File: src/rtl/scan_drv_pkg.sv
// Shared types and constants for the scan test driver (states, MISR polynomial).
package scan_drv_pkg;

   typedef enum logic [2:0] {
      IDLE    = 3'd0,
      LOAD    = 3'd1,
      CAPTURE = 3'd2,
      UNLOAD  = 3'd3,
      RESP    = 3'd4
   } state_e;

   localparam logic [15:0] MISR_POLY = 16'h8016;

   function automatic int max2(input int a, input int b);
      return (a > b) ? a : b;
   endfunction

endpackage

File: src/rtl/scan_misr.sv
// Internal-XOR (Galois) multiple-input signature register.
// Used by scan_test_driver only when SCAN_DRV_MISR_EN is defined.
module scan_misr
   import scan_drv_pkg::*;
#(
   parameter int                    MISR_WIDTH = 16,
   parameter logic [MISR_WIDTH-1:0] POLY       = MISR_WIDTH'(MISR_POLY)
) (
   input  logic                  CK,
   input  logic                  rstn,
   input  logic [MISR_WIDTH-1:0] din,
   input  logic                  en,
   input  logic                  clr,
   output logic [MISR_WIDTH-1:0] sig
);

   logic [MISR_WIDTH-1:0] fb;

   assign fb = sig[MISR_WIDTH-1] ? POLY : '0;

   // Clear wins over a fold in the same cycle.
   always_ff @(posedge CK or negedge rstn) begin
      if (!rstn) begin
         sig <= '0;
      end else if (clr) begin
         sig <= '0;
      end else if (en) begin
         sig <= {sig[MISR_WIDTH-2:0], 1'b0} ^ fb ^ din;
      end
   end

endmodule

File: src/rtl/scan_test_driver.sv
// Tester-side scan driver: load one pattern serially, capture, unload, return the response.
// Optional response signature when SCAN_DRV_MISR_EN is defined; otherwise sig is tied to 0.
module scan_test_driver
   import scan_drv_pkg::*;
#(
   parameter int CHAIN_LEN      = 3,
   parameter int PI_WIDTH       = 4,
   parameter int PO_WIDTH       = 1,
   parameter int CAPTURE_CYCLES = 1,
   parameter int MISR_WIDTH     = 16
) (
   input  logic                  CK,
   input  logic                  rstn,
   input  logic                  vec_valid,
   output logic                  vec_ready,
   input  logic [CHAIN_LEN-1:0]  vec_state,
   input  logic [PI_WIDTH-1:0]   vec_pi,
   output logic                  rsp_valid,
   input  logic                  rsp_ready,
   output logic [CHAIN_LEN-1:0]  rsp_state,
   output logic [PO_WIDTH-1:0]   rsp_po,
   output logic [PI_WIDTH-1:0]   dut_pi,
   input  logic [PO_WIDTH-1:0]   dut_po,
   output logic                  shift_en,
   output logic                  sdi,
   input  logic                  sdo,
   output logic [MISR_WIDTH-1:0] sig,
   input  logic                  sig_clr
);

   localparam int CNT_W = $clog2(max2(CHAIN_LEN, CAPTURE_CYCLES) + 1);

   logic [2:0]           state;
   logic [CNT_W-1:0]     cnt;
   logic [CHAIN_LEN-1:0] pat;
   logic                 last;

   // NOTE: always_comb gives every output a default first, so no path can infer a latch.
   always_comb begin
      last = 1'b0;
      case (state)
         LOAD, UNLOAD: last = (cnt == CNT_W'(CHAIN_LEN - 1));
         CAPTURE:      last = (cnt == CNT_W'(CAPTURE_CYCLES - 1));
         default:      last = 1'b0;
      endcase
   end

   // NOTE: state is updated with non-blocking assignments so every flop samples pre-edge values.
   always_ff @(posedge CK or negedge rstn) begin
      if (!rstn) begin
         state     <= IDLE;
         cnt       <= '0;
         pat       <= '0;
         dut_pi    <= '0;
         rsp_state <= '0;
         rsp_po    <= '0;
      end else begin
         cnt <= cnt + 1'b1;
         case (state)
            IDLE: begin
               cnt <= '0;
               if (vec_valid) begin
                  pat    <= vec_state;
                  dut_pi <= vec_pi;
                  state  <= LOAD;
               end
            end
            LOAD: begin
               pat <= pat >> 1;
               if (last) begin
                  cnt   <= '0;
                  state <= CAPTURE;
               end
            end
            CAPTURE: begin
               if (last) begin
                  rsp_po <= dut_po;
                  cnt    <= '0;
                  state  <= UNLOAD;
               end
            end
            UNLOAD: begin
               // The first bit out of sdo is the flop nearest sdo, so it settles in bit 0.
               rsp_state <= (rsp_state >> 1) | (CHAIN_LEN'(sdo) << (CHAIN_LEN - 1));
               if (last) begin
                  cnt   <= '0;
                  state <= RESP;
               end
            end
            RESP: begin
               cnt <= '0;
               if (rsp_ready) state <= IDLE;
            end
            default: begin
               cnt   <= '0;
               state <= IDLE;
            end
         endcase
      end
   end

   assign vec_ready = (state == IDLE);
   assign rsp_valid = (state == RESP);
   assign shift_en  = (state == LOAD) || (state == UNLOAD);
   assign sdi       = (state == LOAD) && pat[0];

`ifdef SCAN_DRV_MISR_EN
   logic [MISR_WIDTH-1:0] misr_din;
   logic                  misr_en;

   always_comb begin
      misr_din = '0;
      misr_en  = 1'b0;
      if ((state == CAPTURE) && last) begin
         misr_en                 = 1'b1;
         misr_din[PO_WIDTH-1:0]  = dut_po;
      end else if (state == UNLOAD) begin
         misr_en     = 1'b1;
         misr_din[0] = sdo;
      end
   end

   scan_misr #(
      .MISR_WIDTH (MISR_WIDTH)
   ) u_misr (
      .CK   (CK),
      .rstn (rstn),
      .din  (misr_din),
      .en   (misr_en),
      .clr  (sig_clr),
      .sig  (sig)
   );
`else
   logic unused_sig_clr;

   assign unused_sig_clr = sig_clr;
   assign sig            = '0;
`endif

endmodule

File: config.mk
export PLATFORM = sky130hd
export DESIGN_NAME = scan_test_driver
export DESIGN_NICKNAME = d
export VERILOG_FILES = /design/src/rtl/scan_drv_pkg.sv /design/src/rtl/scan_misr.sv /design/src/rtl/scan_test_driver.sv
export SDC_FILE = /design/constraint.sdc
export NUM_CORES = 1
export LEC_CHECK = 0
export CAP_MARGIN = 20
export CORE_MARGIN = 2
export CORE_UTILIZATION = 43
export DETAILED_ROUTE_END_ITERATION = 10
export PLACE_DENSITY = 0.84
export SYNTH_ARGS = -nofsm -noshare
export SYNTH_HDL_FRONTEND = slang
export SYNTH_SLANG_ARGS = --single-unit
File: constraint.sdc
create_clock -name CK -period 4.1 [get_ports CK]
set_input_delay 0.615 -clock CK [delete_from_list [all_inputs] [get_ports CK]]
set_output_delay 0.615 -clock CK [all_outputs]
set_load 0.05 [all_outputs]
Word level (Yosys, flattened, before mapping)
Index checks and enable logic that the tools add are counted.
{ "op_classes": {"add_sub_neg": 1, "n_eq_ne": 10, "muxes": 11, "bitwise": 1, "n_reduce_logical": 11} }
{ "ops": {"columns": ["op", "n"], "rows": [
  ["2-to-1 mux 3 bit", 6],
  ["one-hot mux 3 bit (5 select lines)", 1],
  ["inequality test 2 bit (second input constant)", 4],
  ["equality test 3 x 2 -> 1 bit (second input constant)", 2],
  ["one-hot mux 3 bit (2 select lines)", 1],
  ["AND reduction 2 bit", 3],
  ["AND reduction 5 bit", 1],
  ["2-to-1 mux 2 bit", 2],
  ["equality test 3 x 1 -> 1 bit (second input constant)", 1],
  ["equality test 3 bit (second input constant)", 1],
  ["logical NOT 3 bit", 1],
  ["bitwise OR 2 x 3 -> 3 bit", 1],
  ["OR reduction 3 bit", 1],
  ["adder 2 x 1 -> 2 bit (second input constant)", 1],
  ["equality test 2 bit (second input constant)", 1],
  ["logical NOT 2 bit", 1],
  ["inequality test 2 x 1 -> 1 bit (second input constant)", 1],
  ["one-hot mux 1 bit (2 select lines)", 1],
  ["nonzero test 2 bit", 1],
  ["OR reduction 2 bit", 1],
  ["logical AND 1 bit", 1],
  ["logical OR 1 bit", 1]
]} }
{ "word_totals": {"reg_bits": 16, "output_inout_bits": 28, "elab_cells": 40} }

Depth between registers and ports, before layout
{ "logic_depth": {"ltp_word": 5, "mapped_depth": 5, "mapped_depth_nobuf": 5} }

Worst setup path before layout
No wires, ideal clock.
{ "synth_path": {"path_kind": "flip-flop to output port", "from": "register state[0]", "to": "output port rsp_valid", "arrival_ns": 1.750, "required_ns": 3.485, "path_slack_ns": 1.735, "path_stages_with_launch": 3, "cell_sequence": "dfrtp_1 > buf_2 > nor3b_1"} }
{ "synth_via": {"elab_chain_len": 1} }
{ "synth_lines": {"columns": ["item", "line", "text"], "rows": [
  ["start, declared", "scan_test_driver.sv:33", "logic [2:0] state;"],
  ["start signal, assigned", "scan_test_driver.sv:51", "state <= IDLE;"],
  ["start signal, assigned", "scan_test_driver.sv:65", "state <= LOAD;"],
  ["start signal, assigned", "scan_test_driver.sv:72", "state <= CAPTURE;"],
  ["equality test 3 bit", "scan_test_driver.sv:103", "assign rsp_valid = (state == RESP);"],
  ["end, declared", "scan_test_driver.sv:18", "output logic rsp_valid,"]
]} }
No other way between the ends.

Worst setup path in the final report
{ "layout_path": {"from": "register state[0]", "to": "output port sdi"} }
{ "layout_via": {"elab_chain_len": 2} }
{ "layout_lines": {"columns": ["item", "line", "text"], "rows": [
  ["equality test 3 x 1 -> 1 bit", "scan_test_driver.sv:105", "assign sdi = (state == LOAD) && pat[0];"],
  ["logical AND 1 bit", "scan_test_driver.sv:105", null],
  ["end, declared", "scan_test_driver.sv:25", "output logic sdi,"]
]} }
No other way between the ends.

==> results.py <==
metrics = {
    "outcome": {
        "status": "finished, final reports clean",
    },
    "logic_synthesis": {
        "ys.flop_type": "dfrtp_1",
        "syn_inst": 92,
        "yosysSeqAreaShare": 0.454,
        "yosys-top-cells-count": "buf_4 (16), dfrtp_1 (16), nand2_1 (16), inv_1 (5), nor3b_1 (5)",
        "synth.avg_cell_area_sq_um": 9.59,
        "yosysTopAreaCellShare": 0.454,
        "async_reset_ff_frac": 1.00,
        "ys_ff_latch": 16,
        "synth-edff-count": 0,
        "yosysTopAreaCell": "dfrtp_1",
        "yosys_warnings": 0,
        "synth.distinct_cells": 24,
        "yosys-top-cells-area": "dfrtp_1 (45%), buf_4 (14%), nand2_1 (6.8%)",
        "synthesis.area_sq_um": 882,
    },
    "run": {
        "maxCapViolCount": 0,
    },
    "setup_path": {
        "cp_max_fo": 12,
        "startpoint_type": "flop",
        "path_class": "flop to primary output",
        "r2r-end": "pat[0]",
        "critPathBufInv": 1,
        "cp_top_family": "buffers and inverters",
        "cp.required_ns": 3.48,
        "reg2reg_from": "state[0]",
        "ff2ff_setup_slack_ns": 2.45,
        "crit_chain": "or3b_1 > nor2_1 > clkdlybuf4s50_1",
        "crit_slowest_cell": "clkdlybuf4s50_1",
        "crit_arrival_ns": 2.22,
        "cp-end-kind": "primary output",
        "reg2regPathDepth": 3,
        "critical_path.max_stage_delay_ns": 0.80,
    },
    "sta": {
        "finalClockSkew_ns": 0.000649,
        "finalCriticalPeriod_ns": 2.84,
        "finalSetupViolCount": 0,
        "final.setup.tns_ns": 0,
        "clock.fmax_ghz": 0.353,
        "timing.hold.ws_ns": 0.434,
        "slew_headroom": 0.525,
        "hold_violations": 0,
        "drv_slew": 0,
        "rsz0062_at_grt": "false",
        "min_period_over_period": 0.692,
        "tightest_slew_ns": 0.710,
    },
    "min_path": {
        "hold_end": "cnt[0]",
        "whs_path_depth": 1,
        "min_path_type": "flop to flop",
        "hold_start": "cnt[0]",
    },
    "clock_network": {
        "cts_made_buffers": 3,
        "post_cts_buffers": 0,
        "root_buffer": "clkbuf_4",
        "cts_hold_buf": 0,
        "tritoncts": "yes",
        "h-tree-depth": 1,
        "insertion_delay_ns": 0.28,
        "cts_repair_resize_count": 0,
        "clk_pin_slew_ns": 0.08,
        "clock_sinks": 16,
        "clk_path_buf_depth": 2,
    },
    "floorplan": {
        "num_rows": 16,
        "die_area_sq_um": 2430,
        "io_pins": 42,
        "start_util": 0.454,
        "fp.coreArea_sq_um": 1940,
        "fp.dieW_um": 49.3,
        "fp.dieH_um": 49.3,
    },
    "global_route": {
        "grt_pass1_wl_mm": 2.59,
        "grt_pass1_vias": 587,
        "gr-usage-all-layers": 0.136,
        "grt_max_degree": 17,
        "antenna_found_initial": 0,
        "overflow": 0,
    },
    "placement": {
        "io_buffer_count": 24,
        "gp_congestion": 0.747,
        "hpwl_mm": 1.14,
        "dpl_cell_area_sq_um": 1070,
    },
    "power_and_ir_drop": {
        "p_leak_nw": 0.500,
        "vdd_drop_max_mv": 0.603,
        "p_total_mw": 0.921,
        "p_per_area_nw_per_um2": 844,
    },
    "route": {
        "drtIter0Drc": 10,
        "ant_nets": 0,
        "drt-pass1-iter-count": 4,
        "avgRoutedWirePerCell_um": 10.7,
        "wl_mm": 1.50,
        "drc": 0,
        "vias": 621,
        "via_per_inst": 4.44,
    },
    "final_layout": {
        "fin_util": 0.562,
        "drive_gt1_frac": 0.0531,
        "finalNetCount": 131,
        "antenna_cells": 0,
        "synthToLayoutAreaGrowth_pct": 23.7,
        "final_cell_area_sq_um": 1090,
    },
}
[kinds of logic after synthesis]
kind of cell    synth area share
simple gates               0.199
flops                      0.454
buf+inv                    0.184
xor+xnor                 0.00993
compound gates            0.0695
other cells              0.00425
mux                       0.0511
fa+ha+maj                 0.0284
[registers in the layout, summed over array words and instances (netlist names)]
| name | count |
|---|---|
| state | 3 |
| pat | 3 |
| rsp_po | 1 |
| dut_pi | 4 |
| cnt | 2 |
| rsp_state | 3 |
[through the flow]
stage,instances,setup slack (ns)
after global routing,140,1.16
after CTS,140,1.25
final,140,1.26
after global placement,137,1.59
after detailed placement,137,1.57
after floorplan,107,1.73
[worst max path at each step]
| stage | from | endpoint | slack [ns] | cells after the start |
|---|---|---|---|---|
| floorplan | state[0] | rsp_valid | 1.73 | 2 |
| global placement | state[1] | sdi | 1.59 | 3 |
| detailed placement | state[0] | sdi | 1.57 | 3 |
| CTS | state[1] | sdi | 1.25 | 3 |
| global route | state[0] | sdi | 1.16 | 3 |
| finish | state[0] | sdi | 1.26 | 3 |
[layer usage]
metal  GRT usage  wire length (um)
met2       0.225               710
met5           0                 0
met3      0.0583               117
met4           0                 0
met1       0.173               669
[layout by cell type (no fill, tap or decap), types with 3 or more instances in the layout]
cell,count
a21oi_1,3
clkbuf_4,3
clkdlybuf4s50_1,24
conb_1,16
dfrtp_1,16
inv_1,5
nand2_1,16
nor2_1,4
nor3b_1,5
[cell type report]
| cell class | instances | area [sq um] |
|---|---|---|
| Fill cell | 188 | 851 |
| Sequential cell | 16 | 400 |
| Multi-Input combinational cell | 65 | 375 |
| Timing Repair Buffer | 24 | 240 |
| Tap cell | 27 | 33.8 |
| Clock buffer | 3 | 22.5 |
| Inverter | 5 | 18.8 |
[where the power goes]
part	internal, mW	total (mW)	switching (mW)
Clock	0.0341	0.0785	0.0444
Combinational	0.195	0.544	0.349
Sequential	0.231	0.298	0.0669
No activity file was read; power rests on OpenSTA's default activity.
